==> src/rtl/ocp_reg_slave.sv <==
// OCP-style register target: RW regs, status/ID/err-count bytes; OCP_SLAVE_STATUS_RDCLR_EN makes status sticky read-clear.
// Latency: accept ACCEPT_WAIT+1 cycles after MCmd, read response RD_LATENCY cycles after accept; writes posted.
// Backpressure: MCmd held until SCmdAccept; no new command accepted until the outstanding read/error response has gone out.
module ocp_reg_slave #(
    parameter int         NUM_REGS    = 16,
    parameter int         ACCEPT_WAIT = 0,
    parameter int         RD_LATENCY  = 2,
    parameter logic [7:0] ID_VALUE    = 8'hA5
) (
    input  logic                  clk,
    input  logic                  reset_n,
    input  logic [2:0]            MCmd,
    input  logic [7:0]            MAddr,
    input  logic [7:0]            MData,
    output logic                  SCmdAccept,
    output logic [7:0]            SData,
    output logic [1:0]            SResp,
    output logic [8*NUM_REGS-1:0] reg_q,
    input  logic [31:0]           status_in,
    output logic [7:0]            err_cnt,
    output logic                  busy
);

    localparam logic [1:0] RESP_NULL = 2'b00;
    localparam logic [1:0] RESP_DVA  = 2'b01;
    localparam logic [1:0] RESP_ERR  = 2'b11;
    localparam logic [8:0] NREGS9    = 9'(NUM_REGS);

    typedef enum logic [2:0] {S_IDLE, S_WAIT, S_ACCEPT, S_RD_DELAY, S_RESP} state_t;

    state_t                       state_q, state_d;
    logic [3:0]                   cnt_q, cnt_d;
    logic [NUM_REGS-1:0][7:0]     regs_q, regs_d;
    logic [7:0]                   err_q, err_d;
    logic [7:0]                   rdata_q, rdata_d;
    logic [1:0]                   rresp_q, rresp_d;
    logic                         acc_q, acc_d;
    logic [7:0]                   sdata_q, sdata_d;
    logic [1:0]                   sresp_q, sresp_d;
    logic                         busy_q, busy_d;

    logic                         is_wr, is_rd, in_accept;
    logic                         addr_reg, addr_st, addr_ec, addr_id;
    logic [7:0]                   reg_rd, stat_byte, rd_data_c;
    logic [1:0]                   rd_resp_c;
    logic                         bad_c;
    logic [31:0]                  stat_view;

    assign is_wr     = (MCmd == 3'b001);
    assign is_rd     = (MCmd == 3'b010);
    assign in_accept = (state_q == S_ACCEPT);
    assign addr_reg  = ({1'b0, MAddr} < NREGS9);
    assign addr_st   = (MAddr[7:2] == 6'b111100);
    assign addr_ec   = (MAddr == 8'hFE);
    assign addr_id   = (MAddr == 8'hFF);

`ifdef OCP_SLAVE_STATUS_RDCLR_EN
    logic [31:0] stk_q, stk_d, clr_mask;

    // A set arriving in the read-clear cycle survives because status_in is OR-ed after the clear.
    always_comb begin
        clr_mask = '0;
        if (in_accept && is_rd && addr_st)
            clr_mask = 32'hFF << {MAddr[1:0], 3'b000};
        stk_d = (stk_q & ~clr_mask) | status_in;
    end

    always_ff @(posedge clk or negedge reset_n) begin
        if (!reset_n) stk_q <= '0;
        else          stk_q <= stk_d;
    end

    assign stat_view = stk_q;
`else
    assign stat_view = status_in;
`endif

    always_comb begin
        case (MAddr[1:0])
            2'd0:    stat_byte = stat_view[7:0];
            2'd1:    stat_byte = stat_view[15:8];
            2'd2:    stat_byte = stat_view[23:16];
            default: stat_byte = stat_view[31:24];
        endcase
    end

    always_comb begin
        reg_rd = '0;
        for (int n = 0; n < NUM_REGS; n++)
            if (MAddr == 8'(n)) reg_rd = regs_q[n];
    end

    // Decode of the command currently presented; only acted on in ACCEPT.
    always_comb begin
        rd_data_c = '0;
        rd_resp_c = RESP_ERR;
        bad_c     = 1'b0;
        if (is_rd) begin
            rd_resp_c = RESP_DVA;
            if (addr_reg)     rd_data_c = reg_rd;
            else if (addr_st) rd_data_c = stat_byte;
            else if (addr_ec) rd_data_c = err_q;
            else if (addr_id) rd_data_c = ID_VALUE;
            else begin
                rd_resp_c = RESP_ERR;
                bad_c     = 1'b1;
            end
        end else if (is_wr) begin
            bad_c = !(addr_reg || addr_ec);
        end else if (MCmd != 3'b000) begin
            bad_c = 1'b1;
        end
    end

    always_ff @(posedge clk or negedge reset_n) begin
        if (!reset_n) begin
            state_q <= S_IDLE;
            cnt_q   <= '0;
        end else begin
            state_q <= state_d;
            cnt_q   <= cnt_d;
        end
    end

    always_comb begin
        state_d = state_q;
        cnt_d   = cnt_q;
        case (state_q)
            S_IDLE: begin
                if (MCmd != 3'b000) begin
                    if (ACCEPT_WAIT == 0) begin
                        state_d = S_ACCEPT;
                    end else begin
                        state_d = S_WAIT;
                        cnt_d   = 4'(ACCEPT_WAIT);
                    end
                end
            end
            S_WAIT: begin
                if (MCmd == 3'b000)  state_d = S_IDLE;
                else if (cnt_q <= 4'd1) state_d = S_ACCEPT;
                else                 cnt_d   = cnt_q - 4'd1;
            end
            S_ACCEPT: begin
                if (is_wr || MCmd == 3'b000) begin
                    state_d = S_IDLE;
                end else if (RD_LATENCY == 1) begin
                    state_d = S_RESP;
                end else begin
                    state_d = S_RD_DELAY;
                    cnt_d   = 4'(RD_LATENCY - 1);
                end
            end
            S_RD_DELAY: begin
                if (cnt_q <= 4'd1) state_d = S_RESP;
                else               cnt_d   = cnt_q - 4'd1;
            end
            S_RESP:  state_d = S_IDLE;
            default: state_d = S_IDLE;
        endcase
    end

    always_comb begin
        acc_d   = (state_d == S_ACCEPT);
        busy_d  = (state_d != S_IDLE);
        regs_d  = regs_q;
        err_d   = err_q;
        rdata_d = rdata_q;
        rresp_d = rresp_q;
        if (in_accept) begin
            rdata_d = rd_data_c;
            rresp_d = rd_resp_c;
            if (is_wr && addr_reg) begin
                for (int n = 0; n < NUM_REGS; n++)
                    if (MAddr == 8'(n)) regs_d[n] = MData;
            end
            if (is_wr && addr_ec)             err_d = '0;
            else if (bad_c && err_q != 8'hFF) err_d = err_q + 8'd1;
        end
        sresp_d = RESP_NULL;
        sdata_d = '0;
        if (state_d == S_RESP) begin
            sresp_d = in_accept ? rd_resp_c : rresp_q;
            sdata_d = in_accept ? rd_data_c : rdata_q;
        end
    end

    always_ff @(posedge clk or negedge reset_n) begin
        if (!reset_n) begin
            regs_q  <= '0;
            err_q   <= '0;
            rdata_q <= '0;
            rresp_q <= RESP_NULL;
            acc_q   <= 1'b0;
            sdata_q <= '0;
            sresp_q <= RESP_NULL;
            busy_q  <= 1'b0;
        end else begin
            regs_q  <= regs_d;
            err_q   <= err_d;
            rdata_q <= rdata_d;
            rresp_q <= rresp_d;
            acc_q   <= acc_d;
            sdata_q <= sdata_d;
            sresp_q <= sresp_d;
            busy_q  <= busy_d;
        end
    end

    assign SCmdAccept = acc_q;
    assign SData      = sdata_q;
    assign SResp      = sresp_q;
    assign reg_q      = regs_q;
    assign err_cnt    = err_q;
    assign busy       = busy_q;

endmodule

==> config.mk <==
export PLATFORM = sky130hd
export DESIGN_NAME = ocp_reg_slave
export DESIGN_NICKNAME = d
export VERILOG_FILES = /design/src/rtl/ocp_reg_slave.sv
export SDC_FILE = /design/constraint.sdc
export NUM_CORES = 1
export LEC_CHECK = 0
export ABC_CLOCK_PERIOD_IN_PS = 2900
export BUFFER_PORTS_ARGS = -buffer_cell sky130_fd_sc_hd__clkbuf_2
export CORE_ASPECT_RATIO = 0.7
export CORE_UTILIZATION = 50
export DETAILED_ROUTE_END_ITERATION = 12
export MAX_ROUTING_LAYER = met4
export PLACE_DENSITY = 0.78
export REMOVE_ABC_BUFFERS = 1
export SETUP_SLACK_MARGIN = 0.1
export SLEW_MARGIN = 20
export SYNTH_ARGS = -nofsm -noshare
export SYNTH_HDL_FRONTEND = slang
export SYNTH_SLANG_ARGS = --single-unit
export TNS_END_PERCENT = 20
==> constraint.sdc <==
create_clock -name clk -period 2.9 [get_ports clk]
set_input_delay 0.58 -clock clk [delete_from_list [all_inputs] [get_ports clk]]
set_output_delay 0.58 -clock clk [all_outputs]
set_load 0.05 [all_outputs]
==> flow_summary.yaml <==
timing:
  finClkSkew_ns: 0.00950
  period_share_pct: 84.0
  finalSetupViolCount: 0
  finalCriticalPeriod_ns: 2.44
  final_max_slew_viol_count: 0
  relSlewSlack_pct: 58.0
  rsz0062_at_grt: "no"
  hold_viol_final: 0
  finalSetupTns_ns: 0
  worstMarginPinSlew_ns: 0.615
  fmax_ghz: 0.410
worst_hold_path:
  worstHoldPathType: "in -> async"
route:
  firstDrtPassIters: 5
  wirelength_mm: 26.8
  drt_iter0_drc: 797
  vias_per_cell: 6.15
  wl_per_cell_um: 23.1
  drc: 0
  num_vias: 7153
  detail-route-antenna-nets: 0
cts:
  postCtsSetupBuffers: 0
  cts-resized-gates: 0
  cts_buffer_depth: 2
  clkTransAtPathRegs_ns: 0.06
  cts.sinks: 165
  ctsHoldBuffers: 0
  clock_latency_ns: 0.44
  root_buffer: "clkbuf_16"
  numCtsBuffers: 17
  htreeDepth: 4
  tritoncts: "built"
setup_path:
  start_kind: "register"
  worstPathRequired_ns: 3.22
  path_class: "reg -> reg"
  cp_data_arrival_time_ns: 2.76
  critPathMaxStageDelay_ns: 0.68
  crit_buf_inv: 0
  crit_chain: "or3b_2, nor2_2, a21boi_1, o221a_2, a21oi_1, nor4_1"
  crit_family: "simple AND/OR/NAND/NOR gates"
  crit_path_end_kind: "register"
  path_max_fanout: 18
  crit_slowest_cell: "or3b_2"
layout:
  final_common_cell: "clkbuf_2"
  register_area_mm2: 0.00413
  utilization_pct: 64.0
  area_growth_pct: 25.2
  final_cell_mix: "clkbuf_2 (199), dfrtp_1 (165), mux2_2 (126)"
  drive_above_1_share_pct: 47.5
  final_nets: 981
  antennaDiodeCount: 0
  num-fill-cells: 1309
  multi_input_area_mm2: 0.00393
yosys:
  yosysUniqueCellTypes: 73
  synth-edff-count: 0
  ys_seq_area_share_pct: 49.7
  avgSynthCellArea_um2: 11.8
  synth_warnings: 0
  async_flop_share_pct: 100
  syn_inst: 705
  synth_ff_type: "dfrtp_1"
  synth_seq_cells: 165
  synthesis.area_mm2: 0.00830
die:
  die_area_mm2: 0.0171
  start_util_pct: 51.1
  row_count: 39
  die_h_um: 110
  fp.coreArea_mm2: 0.0162
  num_io_pins: 201
  die_x_um: 156
power:
  powerDensity_mw_per_mm2: 588
  ir_worst_vdd_uv: 345
  power_leakage_nw: 5.23
global_routing:
  grt_overflow: 0
  grt_pass1_vias: 6626
  grt_max_degree: 73
  grt_usage_pct: 33.3
  grt_pass1_wl_mm: 40.1
  antenna_found_initial: 0
run:
  maxCapViolCount: 0
placed_design:
  dpl.hpwl_mm: 20.0
  globalplace.congestion: 0.965
  port_buffers: 200
run_status:
  status: "finished, final reports clean"
## path summary, 6_finish.rpt
check | from | end | slack (ns) | cells after the start
max | state_q[1]$_DFF_PN0_ | SData[5]$_DFF_PN0_ | 0.46 | 6
min | reset_n | SResp[1]$_DFF_PN0_ | 0.07 | 1
max reg2reg | state_q[1]$_DFF_PN0_ | SData[5]$_DFF_PN0_ | 0.46 | 6
min reg2reg | rresp_q[0]$_DFF_PN0_ | rresp_q[0]$_DFF_PN0_ | 0.46 | 1
max in group asynchronous | reset_n | reg_q[45]$_DFFE_PN0P_ | 1.96 | 2
min in group clk | rresp_q[0]$_DFF_PN0_ | rresp_q[0]$_DFF_PN0_ | 0.46 | 1
## sequential cells by signal (all words and copies together), names as in the netlist
name,flops
SData,8
SResp,2
cnt_q,4
SCmdAccept,1
busy,1
rresp_q,2
rdata_q,8
err_cnt,8
reg_q,128
state_q,3
## cell usage after synthesis (all sizes together), types with 5 or more instances
| cell type | count | area, µm² |
|---|---|---|
| a2111oi | 5 | 62.6 |
| nor2 | 42 | 180 |
| clkbuf | 24 | 90.1 |
| o22ai | 6 | 37.5 |
| nand4 | 5 | 31.3 |
| nor3 | 21 | 173 |
| mux4 | 12 | 270 |
| nand3 | 15 | 80.1 |
| nand2b | 10 | 62.6 |
| o221ai | 9 | 78.8 |
| nor2b | 12 | 75.1 |
| dfrtp | 165 | 4130 |
| a21oi | 30 | 150 |
| a22oi | 6 | 45.0 |
| buf | 21 | 108 |
| a211oi | 6 | 45.0 |
| mux2i | 13 | 130 |
| mux2 | 128 | 1440 |
| nand2 | 45 | 169 |
| o21ai | 29 | 145 |
| and2 | 5 | 31.3 |
| inv | 10 | 37.5 |
| a221oi | 5 | 43.8 |
| o211ai | 6 | 45.0 |
| nor4 | 6 | 58.8 |
| and3 | 5 | 31.3 |
## kinds of logic (layout without fill, tap and decap cells)
logic type	count (synthesis)	count (layout)	share of synthesized area, %
simple gates	187	187	12.8
xor+xnor	3	3	0.317
compound gates	138	138	11.6
mux	153	153	22.2
flops	165	165	49.7
buf+inv	56	289	2.88
fa+ha+maj	3	3	0.452
## per-stage QoR
step                total power, W  cells  area, µm²  hold slack, ns  worst slack, ns
floorplan                  0.00332    660       8100           0.284            0.178
global placement           0.00380   1131       9790           0.444            0.221
detailed placement         0.00380   1131       9790           0.445            0.207
CTS                        0.00613   1163      10400          0.0798            0.473
global route               0.00634   1163      10400          0.0952            0.340
finish                     0.00611   1163      10400          0.0691            0.464
## layout make-up
| class | count | share of cell area [%] |
|---|---|---|
| Clock inverter | 11 | 1.43 |
| Clock buffer | 21 | 4.43 |
| Timing Repair Buffer | 246 | 13.5 |
| Sequential cell | 165 | 39.7 |
| Multi-Input combinational cell | 484 | 37.8 |
| Inverter | 11 | 0.397 |
| Tap cell | 225 | 2.71 |
## power by group
part | switching [W] | internal [W]
combinational | 0.000851 | 0.000349
sequential | 0.000151 | 0.00243
clock | 0.000931 | 0.00140
total | 0.00193 | 0.00418
## layer usage
metal	track usage [%]	up-vias	part of all wire [%]
li1	-	3088	-
met1	49.3	3614	45
met2	44.8	421	43
met3	8.67	30	10
met4	8.75	0	1.4
met5	-	-	0
(Power assumes the default switching activity.)
